==> src/rtl/knot_key_provisioner.sv <==
//------------------------------------------------------------------------------
// knot_key_provisioner
//
// Key-delivery front end for a logic-locked controller FSM. A key arrives
// serially (LSB first) over a valid/ready handshake, is collected in a shadow
// register, optionally parity-checked, and then presented on o_keyinput. The
// locked FSM is held in reset (o_fsm_rst=1) until a checked key is in place.
// Failed attempts (bad parity or an idle timeout while loading) are counted,
// and a sticky fault is raised once the retry budget is used up.
//
// Optional feature macro: KNOT_KEY_PARITY_EN
//   defined   : one even-parity bit follows the data bits and is checked.
//   undefined : no parity bit; only load timeouts count as failures.
//
// Parameters:
//   KEY_WIDTH  number of key bits delivered to the locked FSM
//   MAX_RETRY  failed attempts allowed before FAULT (1..15)
//   TIMEOUT    idle cycles allowed in LOAD before the attempt fails (1..65535)
//
// Ports:
//   i_clk        clock, all state changes on the rising edge
//   i_rst        synchronous active-low reset
//   i_start      request to begin a key load (honoured only in IDLE)
//   i_zeroize    synchronous key wipe
//   i_key_valid  source presents i_key_bit
//   i_key_bit    serial key data (then parity bit when enabled)
//   o_key_ready  block accepts a bit this cycle (registered state decode)
//   o_keyinput   key to the locked FSM
//   o_key_armed  o_keyinput holds a checked key
//   o_fsm_rst    active-high reset for the locked FSM
//   o_fault      sticky, retry budget exhausted
//------------------------------------------------------------------------------
module knot_key_provisioner #(
  parameter int KEY_WIDTH = 8,
  parameter int MAX_RETRY = 3,
  parameter int TIMEOUT   = 255
) (
  input  logic                 i_clk,
  input  logic                 i_rst,
  input  logic                 i_start,
  input  logic                 i_zeroize,
  input  logic                 i_key_valid,
  input  logic                 i_key_bit,
  output logic                 o_key_ready,
  output logic [KEY_WIDTH-1:0] o_keyinput,
  output logic                 o_key_armed,
  output logic                 o_fsm_rst,
  output logic                 o_fault
);

  localparam int CNT_W = $clog2(KEY_WIDTH + 1);

  // Index of the final bit of an attempt: the parity bit when enabled,
  // otherwise the most significant data bit.
`ifdef KNOT_KEY_PARITY_EN
  localparam logic [CNT_W-1:0] LAST_BIT = CNT_W'(KEY_WIDTH);
`else
  localparam logic [CNT_W-1:0] LAST_BIT = CNT_W'(KEY_WIDTH - 1);
`endif
  localparam logic [CNT_W-1:0] CNT_ONE  = CNT_W'(1);
  localparam logic [CNT_W-1:0] CNT_ZERO = CNT_W'(0);
  localparam logic [3:0]       RETRY_LIMIT = 4'(MAX_RETRY);
  // The timeout counter counts completed idle cycles; the attempt fails on
  // the idle edge that would bring it to TIMEOUT.
  localparam logic [15:0]      TO_LAST  = 16'(TIMEOUT - 1);

  typedef enum logic [2:0] {
    ST_IDLE  = 3'd0,
    ST_LOAD  = 3'd1,
    ST_CHECK = 3'd2,
    ST_ARMED = 3'd3,
    ST_FAULT = 3'd4
  } state_t;

`ifdef KNOT_KEY_PARITY_EN
  // Even parity over the data bits: XOR of all bits.
  function automatic logic f_even_parity(input logic [KEY_WIDTH-1:0] d);
    f_even_parity = ^d;
  endfunction
`endif

  state_t                 r_state;
  logic [CNT_W-1:0]       r_bit_cnt;
  logic [KEY_WIDTH-1:0]   r_shadow;
  logic [3:0]             r_retry_cnt;
  logic [15:0]            r_timeout_cnt;
  logic [KEY_WIDTH-1:0]   r_keyinput;
  logic                   r_key_ready;
  logic                   r_key_armed;
  logic                   r_fsm_rst;
  logic                   r_fault;
`ifdef KNOT_KEY_PARITY_EN
  logic                   r_par_bit;
  logic                   w_par_next;
`endif

  state_t                 w_state_next;
  logic [CNT_W-1:0]       w_bit_cnt_next;
  logic [KEY_WIDTH-1:0]   w_shadow_next;
  logic [3:0]             w_retry_next;
  logic [3:0]             w_retry_inc;
  logic [15:0]            w_timeout_next;
  logic [KEY_WIDTH-1:0]   w_keyinput_next;
  logic                   w_accept;
  logic                   w_pass;
  logic                   w_fail;

  // Next-state, datapath and failure handling; zeroize is applied last so it
  // overrides everything except the FAULT state itself.
  always_comb begin
    w_state_next    = r_state;
    w_bit_cnt_next  = r_bit_cnt;
    w_shadow_next   = r_shadow;
    w_retry_next    = r_retry_cnt;
    w_timeout_next  = r_timeout_cnt;
    w_keyinput_next = r_keyinput;
    w_fail          = 1'b0;
    w_accept        = r_key_ready & i_key_valid & (r_state == ST_LOAD);
    w_retry_inc     = (r_retry_cnt == 4'hF) ? r_retry_cnt : (r_retry_cnt + 4'd1);
`ifdef KNOT_KEY_PARITY_EN
    w_par_next      = r_par_bit;
    w_pass          = (f_even_parity(r_shadow) == r_par_bit);
`else
    w_pass          = 1'b1;
`endif

    case (r_state)
      ST_IDLE: begin
        if (i_start) begin
          w_state_next   = ST_LOAD;
          w_bit_cnt_next = CNT_ZERO;
          w_timeout_next = 16'd0;
          w_shadow_next  = '0;
`ifdef KNOT_KEY_PARITY_EN
          w_par_next     = 1'b0;
`endif
        end else begin
          w_state_next   = ST_IDLE;
        end
      end

      ST_LOAD: begin
        if (w_accept) begin
          w_timeout_next = 16'd0;
          // Bit counter value selects the shadow bit; values >= KEY_WIDTH
          // (the parity slot) leave the shadow untouched.
          for (int i = 0; i < KEY_WIDTH; i++) begin
            w_shadow_next[i] = (r_bit_cnt == CNT_W'(i)) ? i_key_bit : r_shadow[i];
          end
`ifdef KNOT_KEY_PARITY_EN
          if (r_bit_cnt == LAST_BIT) begin
            w_par_next = i_key_bit;
          end else begin
            w_par_next = r_par_bit;
          end
`endif
          if (r_bit_cnt == LAST_BIT) begin
            w_state_next = ST_CHECK;
          end else begin
            w_bit_cnt_next = r_bit_cnt + CNT_ONE;
          end
        end else begin
          if (r_timeout_cnt >= TO_LAST) begin
            w_fail = 1'b1;
          end else begin
            w_timeout_next = (r_timeout_cnt == 16'hFFFF) ? r_timeout_cnt
                                                          : (r_timeout_cnt + 16'd1);
          end
        end
      end

      ST_CHECK: begin
        if (w_pass) begin
          w_keyinput_next = r_shadow;
          w_state_next    = ST_ARMED;
        end else begin
          w_fail = 1'b1;
        end
      end

      ST_ARMED: begin
        w_state_next = ST_ARMED;
      end

      ST_FAULT: begin
        w_state_next = ST_FAULT;
      end

      default: begin
        w_state_next = ST_IDLE;
      end
    endcase

    // A failed attempt (bad check or timeout): charge one retry and either
    // give up or restart the load from a clean shadow.
    if (w_fail) begin
      w_retry_next = w_retry_inc;
      if (w_retry_inc == RETRY_LIMIT) begin
        w_state_next = ST_FAULT;
      end else begin
        w_state_next   = ST_LOAD;
        w_bit_cnt_next = CNT_ZERO;
        w_shadow_next  = '0;
        w_timeout_next = 16'd0;
`ifdef KNOT_KEY_PARITY_EN
        w_par_next     = 1'b0;
`endif
      end
    end else begin
      w_retry_next = r_retry_cnt;
    end

    // Zeroize wipes key material everywhere; only FAULT keeps its state.
    if (i_zeroize) begin
      w_keyinput_next = '0;
      w_shadow_next   = '0;
      if (r_state != ST_FAULT) begin
        w_state_next = ST_IDLE;
      end else begin
        w_state_next = ST_FAULT;
      end
    end else begin
      w_keyinput_next = w_keyinput_next;
    end
  end

  // State and datapath registers; outputs are registered decodes of the
  // next state so they line up with the state they describe.
  always_ff @(posedge i_clk) begin
    if (!i_rst) begin
      r_state       <= ST_IDLE;
      r_bit_cnt     <= CNT_ZERO;
      r_shadow      <= '0;
      r_retry_cnt   <= 4'd0;
      r_timeout_cnt <= 16'd0;
      r_keyinput    <= '0;
      r_key_ready   <= 1'b0;
      r_key_armed   <= 1'b0;
      r_fsm_rst     <= 1'b1;
      r_fault       <= 1'b0;
`ifdef KNOT_KEY_PARITY_EN
      r_par_bit     <= 1'b0;
`endif
    end else begin
      r_state       <= w_state_next;
      r_bit_cnt     <= w_bit_cnt_next;
      r_shadow      <= w_shadow_next;
      r_retry_cnt   <= w_retry_next;
      r_timeout_cnt <= w_timeout_next;
      r_keyinput    <= w_keyinput_next;
      r_key_ready   <= (w_state_next == ST_LOAD);
      r_key_armed   <= (w_state_next == ST_ARMED);
      // Release the locked FSM one edge after ARMED is entered, and pull it
      // back into reset on the same edge that leaves ARMED.
      r_fsm_rst     <= ~((r_state == ST_ARMED) && (w_state_next == ST_ARMED));
      r_fault       <= (w_state_next == ST_FAULT);
`ifdef KNOT_KEY_PARITY_EN
      r_par_bit     <= w_par_next;
`endif
    end
  end

  assign o_key_ready = r_key_ready;
  assign o_keyinput  = r_keyinput;
  assign o_key_armed = r_key_armed;
  assign o_fsm_rst   = r_fsm_rst;
  assign o_fault     = r_fault;

endmodule

==> config.mk <==
export PLATFORM = sky130hd
export DESIGN_NAME = knot_key_provisioner
export DESIGN_NICKNAME = d
export VERILOG_FILES = /design/src/rtl/knot_key_provisioner.sv
export SDC_FILE = /design/constraint.sdc
export NUM_CORES = 1
export LEC_CHECK = 0
export ABC_AREA = 1
export CAP_MARGIN = 20
export CELL_PAD_IN_SITES_DETAIL_PLACEMENT = 0
export CELL_PAD_IN_SITES_GLOBAL_PLACEMENT = 1
export CORE_MARGIN = 3
export CORE_UTILIZATION = 35
export CTS_CLUSTER_DIAMETER = 60
export DETAILED_ROUTE_END_ITERATION = 8
export GPL_ROUTABILITY_DRIVEN = 0
export HOLD_SLACK_MARGIN = 0.15
export MAX_ROUTING_LAYER = met4
export PLACE_DENSITY_LB_ADDON = 0.1
export SYNTH_ARGS = -nofsm -noshare
export SYNTH_HDL_FRONTEND = slang
export SYNTH_SLANG_ARGS = --single-unit
==> constraint.sdc <==
create_clock -name i_clk -period 1.75 [get_ports i_clk]
set_input_delay 0.175 -clock i_clk [delete_from_list [all_inputs] [get_ports i_clk]]
set_output_delay 0.175 -clock i_clk [all_outputs]
set_load 0.02 [all_outputs]
== Word level (Yosys, flattened, before mapping) ==
Index checks and enable logic that the tools add are counted.

* Magnitude comparators: 1
* Mux-type cells: 38
* Equal/unequal tests: 18
* Add/sub/neg operators: 3
* Bitwise gates (word level): 4
* Reductions and logical operators: 5

{| class="wikitable"
|+ Operators with widths
! kind !! count
|-
| $mux W16 || 6
|-
| $mux W8 || 4
|-
| $pmux W16 S2 || 1
|-
| $mux W4 || 6
|-
| $mux W3 || 6
|-
| $add A16 B1 Y16 const B || 1
|-
| $eq A16 B16 Y1 const B || 1
|-
| $eq A4 B3 Y1 const B || 4
|-
| $ge A16 B8 Y1 const B || 1
|-
| $pmux W8 S2 || 1
|-
| $eq A4 B2 Y1 const B || 3
|-
| $mux W1 || 12
|-
| $pmux W3 S4 || 1
|-
| $eq A3 B2 Y1 const B || 3
|-
| $add A4 B1 Y4 const B || 2
|-
| $pmux W4 S2 || 1
|-
| $eq A3 B1 Y1 const B || 2
|-
| $eq A3 B3 Y1 const B || 2
|-
| $eq A4 B1 Y1 const B || 1
|-
| $eq A4 B4 Y1 const B || 1
|-
| $logic_not A4 Y1 || 1
|-
| $reduce_or A2 Y1 || 2
|-
| $logic_not A3 Y1 || 1
|-
| $ne A3 B3 Y1 const B || 1
|-
| 3 further kinds || 5
|}

* Register bits: 47

== Longest topological paths before layout ==
* Depth after elaboration: 9
* Mapped depth: 13
* Mapped depth without buffers: 13

== Least setup slack after synthesis ==
Ideal clock, no wire load.

* Path type: register to register
* From: register r_timeout_cnt[0]
* To: register r_bit_cnt[1]
* Cell stages (with the launch flop): 13
* Path slack: 274 ps
* Data required time: 1,684 ps
* Arrival: 1,409 ps
* Path through: dfxtp_1 > inv_1 > ha_1 > nor2_1 > nor2_1 > nand2_1 > nand2_4 > nand2_8 > inv_6 > nand2_8 > nand2_8 > buf_12 > a21oi_2

* Cells in the longest elaborated chain, start to end: 5

{| class="wikitable"
|+ Ends and longest elaborated chain
! element !! line !! source
|-
| start: declaration || 86 || <nowiki>logic [15:0] r_timeout_cnt;</nowiki>
|-
| start signal: assignment || 249 || <nowiki>r_timeout_cnt <= w_timeout_next;</nowiki>
|-
| $ge A16 B8 Y1 || 163 || <nowiki>if (r_timeout_cnt >= TO_LAST) begin</nowiki>
|-
| $mux W1 || 163 ||
|-
| $mux W1 || 143 || <nowiki>if (w_accept) begin</nowiki>
|-
| $mux W1 || -- ||
|-
| $mux W4 || 196 || <nowiki>if (w_fail) begin</nowiki>
|-
| end signal: assignment || 246 || <nowiki>r_bit_cnt <= w_bit_cnt_next;</nowiki>
|-
| end: declaration || 83 || <nowiki>logic [CNT_W-1:0] r_bit_cnt;</nowiki>
|}

Every way passes these cells.
A chain may end at the register's enable or synchronous reset.

== Worst setup path in the final report ==
* From: register r_retry_cnt[0]
* To: register r_shadow[4]

* Cells in the longest elaborated chain, start to end: 5

{| class="wikitable"
|+ Ends and longest elaborated chain
! element !! line !! source
|-
| start: declaration || 85 || <nowiki>logic [3:0] r_retry_cnt;</nowiki>
|-
| start signal: assignment || 248 || <nowiki>r_retry_cnt <= w_retry_next;</nowiki>
|-
| $add A4 B1 Y4 / $eq A4 B4 Y1 (equally long branches) || 119 || <nowiki>w_retry_inc = (r_retry_cnt == 4'hF) ? r_retry_cnt : (r_retry_cnt + 4'd1);</nowiki>
|-
| $mux W4 * || 119 ||
|-
| $eq A4 B2 Y1 * || 198 || <nowiki>if (w_retry_inc == RETRY_LIMIT) begin</nowiki>
|-
| $mux W8 * || 198 ||
|-
| $mux W8 * || 196 ||
|-
| end signal: assignment || 247 || <nowiki>r_shadow <= w_shadow_next;</nowiki>
|-
| end: declaration || 84 || <nowiki>logic [KEY_WIDTH-1:0] r_shadow;</nowiki>
|}

Every way passes the cells marked *; elsewhere a longest branch is shown, timed or not.

==> implementation parameters <==
Parameter                              Value

Setup path
  End of the worst register-to-register path    r_shadow[4]
  Master of the slowest instance on the critical path    sky130_fd_sc_hd__dfxtp_1
  Kind of end point of the critical path    register
  Cell repeated most along the worst path    sky130_fd_sc_hd__nand2_8
  Kind of critical path    register to register
  Data required time at the worst endpoint    roughly 2 ns
  Max stage delay on crit path    around 0.35 ns
  Maximum fanout along the worst path    8
  Cell-by-cell trace of the critical path    ha_1 > nand2_2 > nor2_4 > nand2_1 > nand2_1 > nand3_4 > nand2_8 > nand2_8 > inv_6 > nand2_8 > nor2_2
  R2R depth    11
  Startpoint of the worst-slack reg-to-reg timing path    r_retry_cnt[0]
  Arr. time, crit path    1.88 ns
  Flop2flop setup slack    0.13 ns
  Sort of element at the start of the critical path    register

Final layout
  Filler cell count    694
  Leading cell type in the layout, fill and taps excluded    sky130_fd_sc_hd__nand2_1
  Core utilization of the finished layout    45.6%
  Layout-stage area growth over the synthesis result    22.4%
  Share of cells above drive strength 1    19.2%
  Diodes inserted    0
  Total Nets Final    382
  Most used cells in the layout excluding fill and tap cells    sky130_fd_sc_hd__nand2_1, sky130_fd_sc_hd__dfxtp_1, sky130_fd_sc_hd__nor2_1
  Final cell area excluding filler cells    2990 um^2

Floorplan
  Vertical extent of the die    89.6 um
  Effective utilization at floorplan    approximately 37%
  Row count    29
  Boundary Pins    18
  Die Outline Area    around 8000 um^2
  Core ar.    6570 um^2
  Die width    about 90 um

Route
  Post-detailed-routing wire length    5580 um
  Initial drt markers    72
  Metal3 WL    116 um
  Detailed-routed wire length on met2    around 2600 um
  Routed wirelength normalized by instance count    12.0 um
  M1 WL    2800 um
  First-pass DRT Iterations    4
  Total vias in the final route    2,140
  Antenna-violating nets left    0
  Uppermost routed layer    met4
  Total DRC errors in the routed layout    0
  Avg Vias per Cell    4.62

GRT
  Vias in the first global route    2,116
  Total congestion overflow after global routing    0
  Maximum number of pins on one net before global-route repair    17
  First-pass GRT wire length    ~10000 um
  All-layer global routing usage    16.0%
  Initial antenna violation count    0

Yosys
  Total of warnings raised by yosys    0
  Synth cell types    31
  Count of state elements after synthesis    47
  Mean post-synth cell area    about 7.4 um^2
  Mapped Area    2440 um^2
  Net count after synthesis    345
  Part of the Yosys area used for sequential elements    just under 40%
  Post-Synthesis Cells    ~330

Clock network
  Clock net sink count    47
  Insertion delay of the later-clocked pin in the worst-skew pair    0.31 ns
  Clock tree root driver cell    sky130_fd_sc_hd__clkbuf_8
  Inserted Clock Buffers    5
  H-Tree Level Count    2
  Clock tree from TritonCTS    yes
  Clock Pin Slew Worst Setup and Hold Paths    0.10 ns
  Hold-fix buffers, CTS    0
  Max clock buf depth    2

Timing
  Worst clock skew on the final layout    0.00702 ns
  Worst hold slack    0.479 ns
  Slew headroom    ~80%
  Final setup TNS    0 ns
  Time the worst path needs with I/O delays and setup    between 1.5 and 2 ns
  Transition at the pin with the smallest max-transition slack    ~0.29 ns
  Highest clock rate    616 MHz
  Hold Violations, Final    0
  Number of pins with negative max-slew slack in the final report    0
  Setup-failing EPs final    0
  Final Cycle Share    between 90% and 100%

Hold path
  Endpoint, Worst Hold    r_timeout_cnt[9]
  Number of instances on the worst hold path    2
  Classification of the worst-slack hold path    register to register
  Hold Startpoint    r_timeout_cnt[9]

Place
  Detail Placement HPWL    4180 um
  Post-placement cell area    ~2800 um^2
  Buffers added on ports    17

Flow run
  Max Cap Violations    0

Power and ir drop
  Leakage power summed over all cells    1.18 nW
  Total power draw    2.05 mW
  Power density over cell area    685 nW/um^2
  Worst IR drop on VDD    between 0.0002 and 0.00025 V

Status
  Outcome    finished, final reports clean
==> stage by stage <==
stage          setup slack (ns)  cells
6_report                  0.128    463
5_1_grt                 -0.0162    463
4_1_cts                  0.0733    462
3_5_place_dp             0.0215    454
3_3_place_gp             0.0757    454
2_1_floorplan             0.274    332
==> where the power goes <==
group          total, mW  switching (mW)  internal, mW
Sequential          1.08         0.00392          1.07
Combinational      0.142          0.0891        0.0528
Clock              0.833           0.402         0.431
Total               2.05           0.495          1.56
==> timing repair <==
item / CTS / global route
buffers inserted: 0 / 1
gates resized for setup: 0 / 8
endpoints found under the setup margin: 0 / 27
hold endpoints to repair: 0 / 0
==> Yosys cell counts <==
library cell	n	area share (%)
sky130_fd_sc_hd__nand2_1	63	9.7
sky130_fd_sc_hd__dfxtp_1	47	38
sky130_fd_sc_hd__nor2_1	44	6.8
sky130_fd_sc_hd__inv_1	40	6.1
sky130_fd_sc_hd__o21ai_0	28	5.7
sky130_fd_sc_hd__a21oi_1	18	3.7
sky130_fd_sc_hd__nand3_1	18	3.7
sky130_fd_sc_hd__nor2_2	15	3.8
sky130_fd_sc_hd__a21oi_2	9	3.2
sky130_fd_sc_hd__ha_1	7	3.6
sky130_fd_sc_hd__a22oi_1	6	1.8
sky130_fd_sc_hd__nand2_8	4	3.3
sky130_fd_sc_hd__nand4_1	4	1.0
sky130_fd_sc_hd__nor3_1	4	0.82
sky130_fd_sc_hd__inv_4	3	0.77
sky130_fd_sc_hd__nand2_4	3	1.4
sky130_fd_sc_hd__nand2_2	2	0.51
sky130_fd_sc_hd__nor2_4	2	0.92
sky130_fd_sc_hd__nor3b_1	2	0.61
sky130_fd_sc_hd__o21ai_1	2	0.41
sky130_fd_sc_hd__a21boi_0	1	0.31
sky130_fd_sc_hd__a21o_1	1	0.31
sky130_fd_sc_hd__a31oi_1	1	0.26
sky130_fd_sc_hd__buf_12	1	0.82
sky130_fd_sc_hd__buf_2	1	0.20
sky130_fd_sc_hd__clkbuf_1	1	0.15
sky130_fd_sc_hd__inv_2	1	0.15
sky130_fd_sc_hd__inv_6	1	0.36
sky130_fd_sc_hd__nand3_2	1	0.41
sky130_fd_sc_hd__o211ai_1	1	0.31
sky130_fd_sc_hd__o21ai_2	1	0.36
==> worst max-delay path by stage <==
stage	cells past startpoint	endpoint	from
after global placement	8	o_key_ready	i_key_valid
after global routing	11	r_shadow[5]	r_retry_cnt[0]
after CTS	10	r_shadow[4]	r_retry_cnt[0]
after detailed placement	8	r_shadow[0]	i_key_valid
after floorplan	12	r_bit_cnt[1]	r_timeout_cnt[0]
final	11	r_shadow[4]	r_retry_cnt[0]
==> worst max-delay path: cells and delay by family (launching register included) <==
| family | cells | cell delay, ns |
|---|---|---|
| flip-flops | 1 | 0.35 |
| buffers and inverters | 1 | 0.10 |
| AND/OR/NAND/NOR | 9 | 0.93 |
| adder cells (fa/ha/maj) | 1 | 0.19 |
==> sequential cells by signal, indices dropped and copies added, names as in the netlist <==
register	count
r_timeout_cnt	16
r_shadow	8
o_keyinput	8
r_retry_cnt	4
o_key_ready	1
o_fsm_rst	1
o_fault	1
r_state	3
o_key_armed	1
r_bit_cnt	4
==> final cells by class <==
| class | instances | area [um^2] | share of cell area [%] |
|---|---|---|---|
| Multi-Input combinational cell | 237 | 1320 | 44.1 |
| Sequential cell | 47 | 942 | 31.5 |
| Timing Repair Buffer | 33 | 315 | 10.5 |
| Inverter | 45 | 184 | 6.15 |
| Tap cell | 93 | 116 | 3.89 |
| Clock buffer | 5 | 68.8 | 2.30 |
| Clock inverter | 3 | 46.3 | 1.55 |
==> per-layer routing <==
layer / GRT usage [%] / vias to the layer above
met3: 3.56 / 7
met1: 20.0 / 980
li1: - / 1137
met5: - / -
met2: 25.7 / 16
met4: 4.74 / 0
==> kinds of logic (layout without fill, tap and decap cells) <==
| logic type | count (synthesis) | after routing | share of synthesized area (%) |
|---|---|---|---|
| adder cells (fa/ha/maj) | 7 | 7 | 3.58 |
| flip-flops | 47 | 47 | 38.5 |
| buffers and inverters | 48 | 86 | 8.60 |
| AO/OA/AOI/OAI | 68 | 68 | 16.4 |
| AND/OR/NAND/NOR | 162 | 162 | 32.9 |
Note: power is estimated with default switching activity, not from simulation.
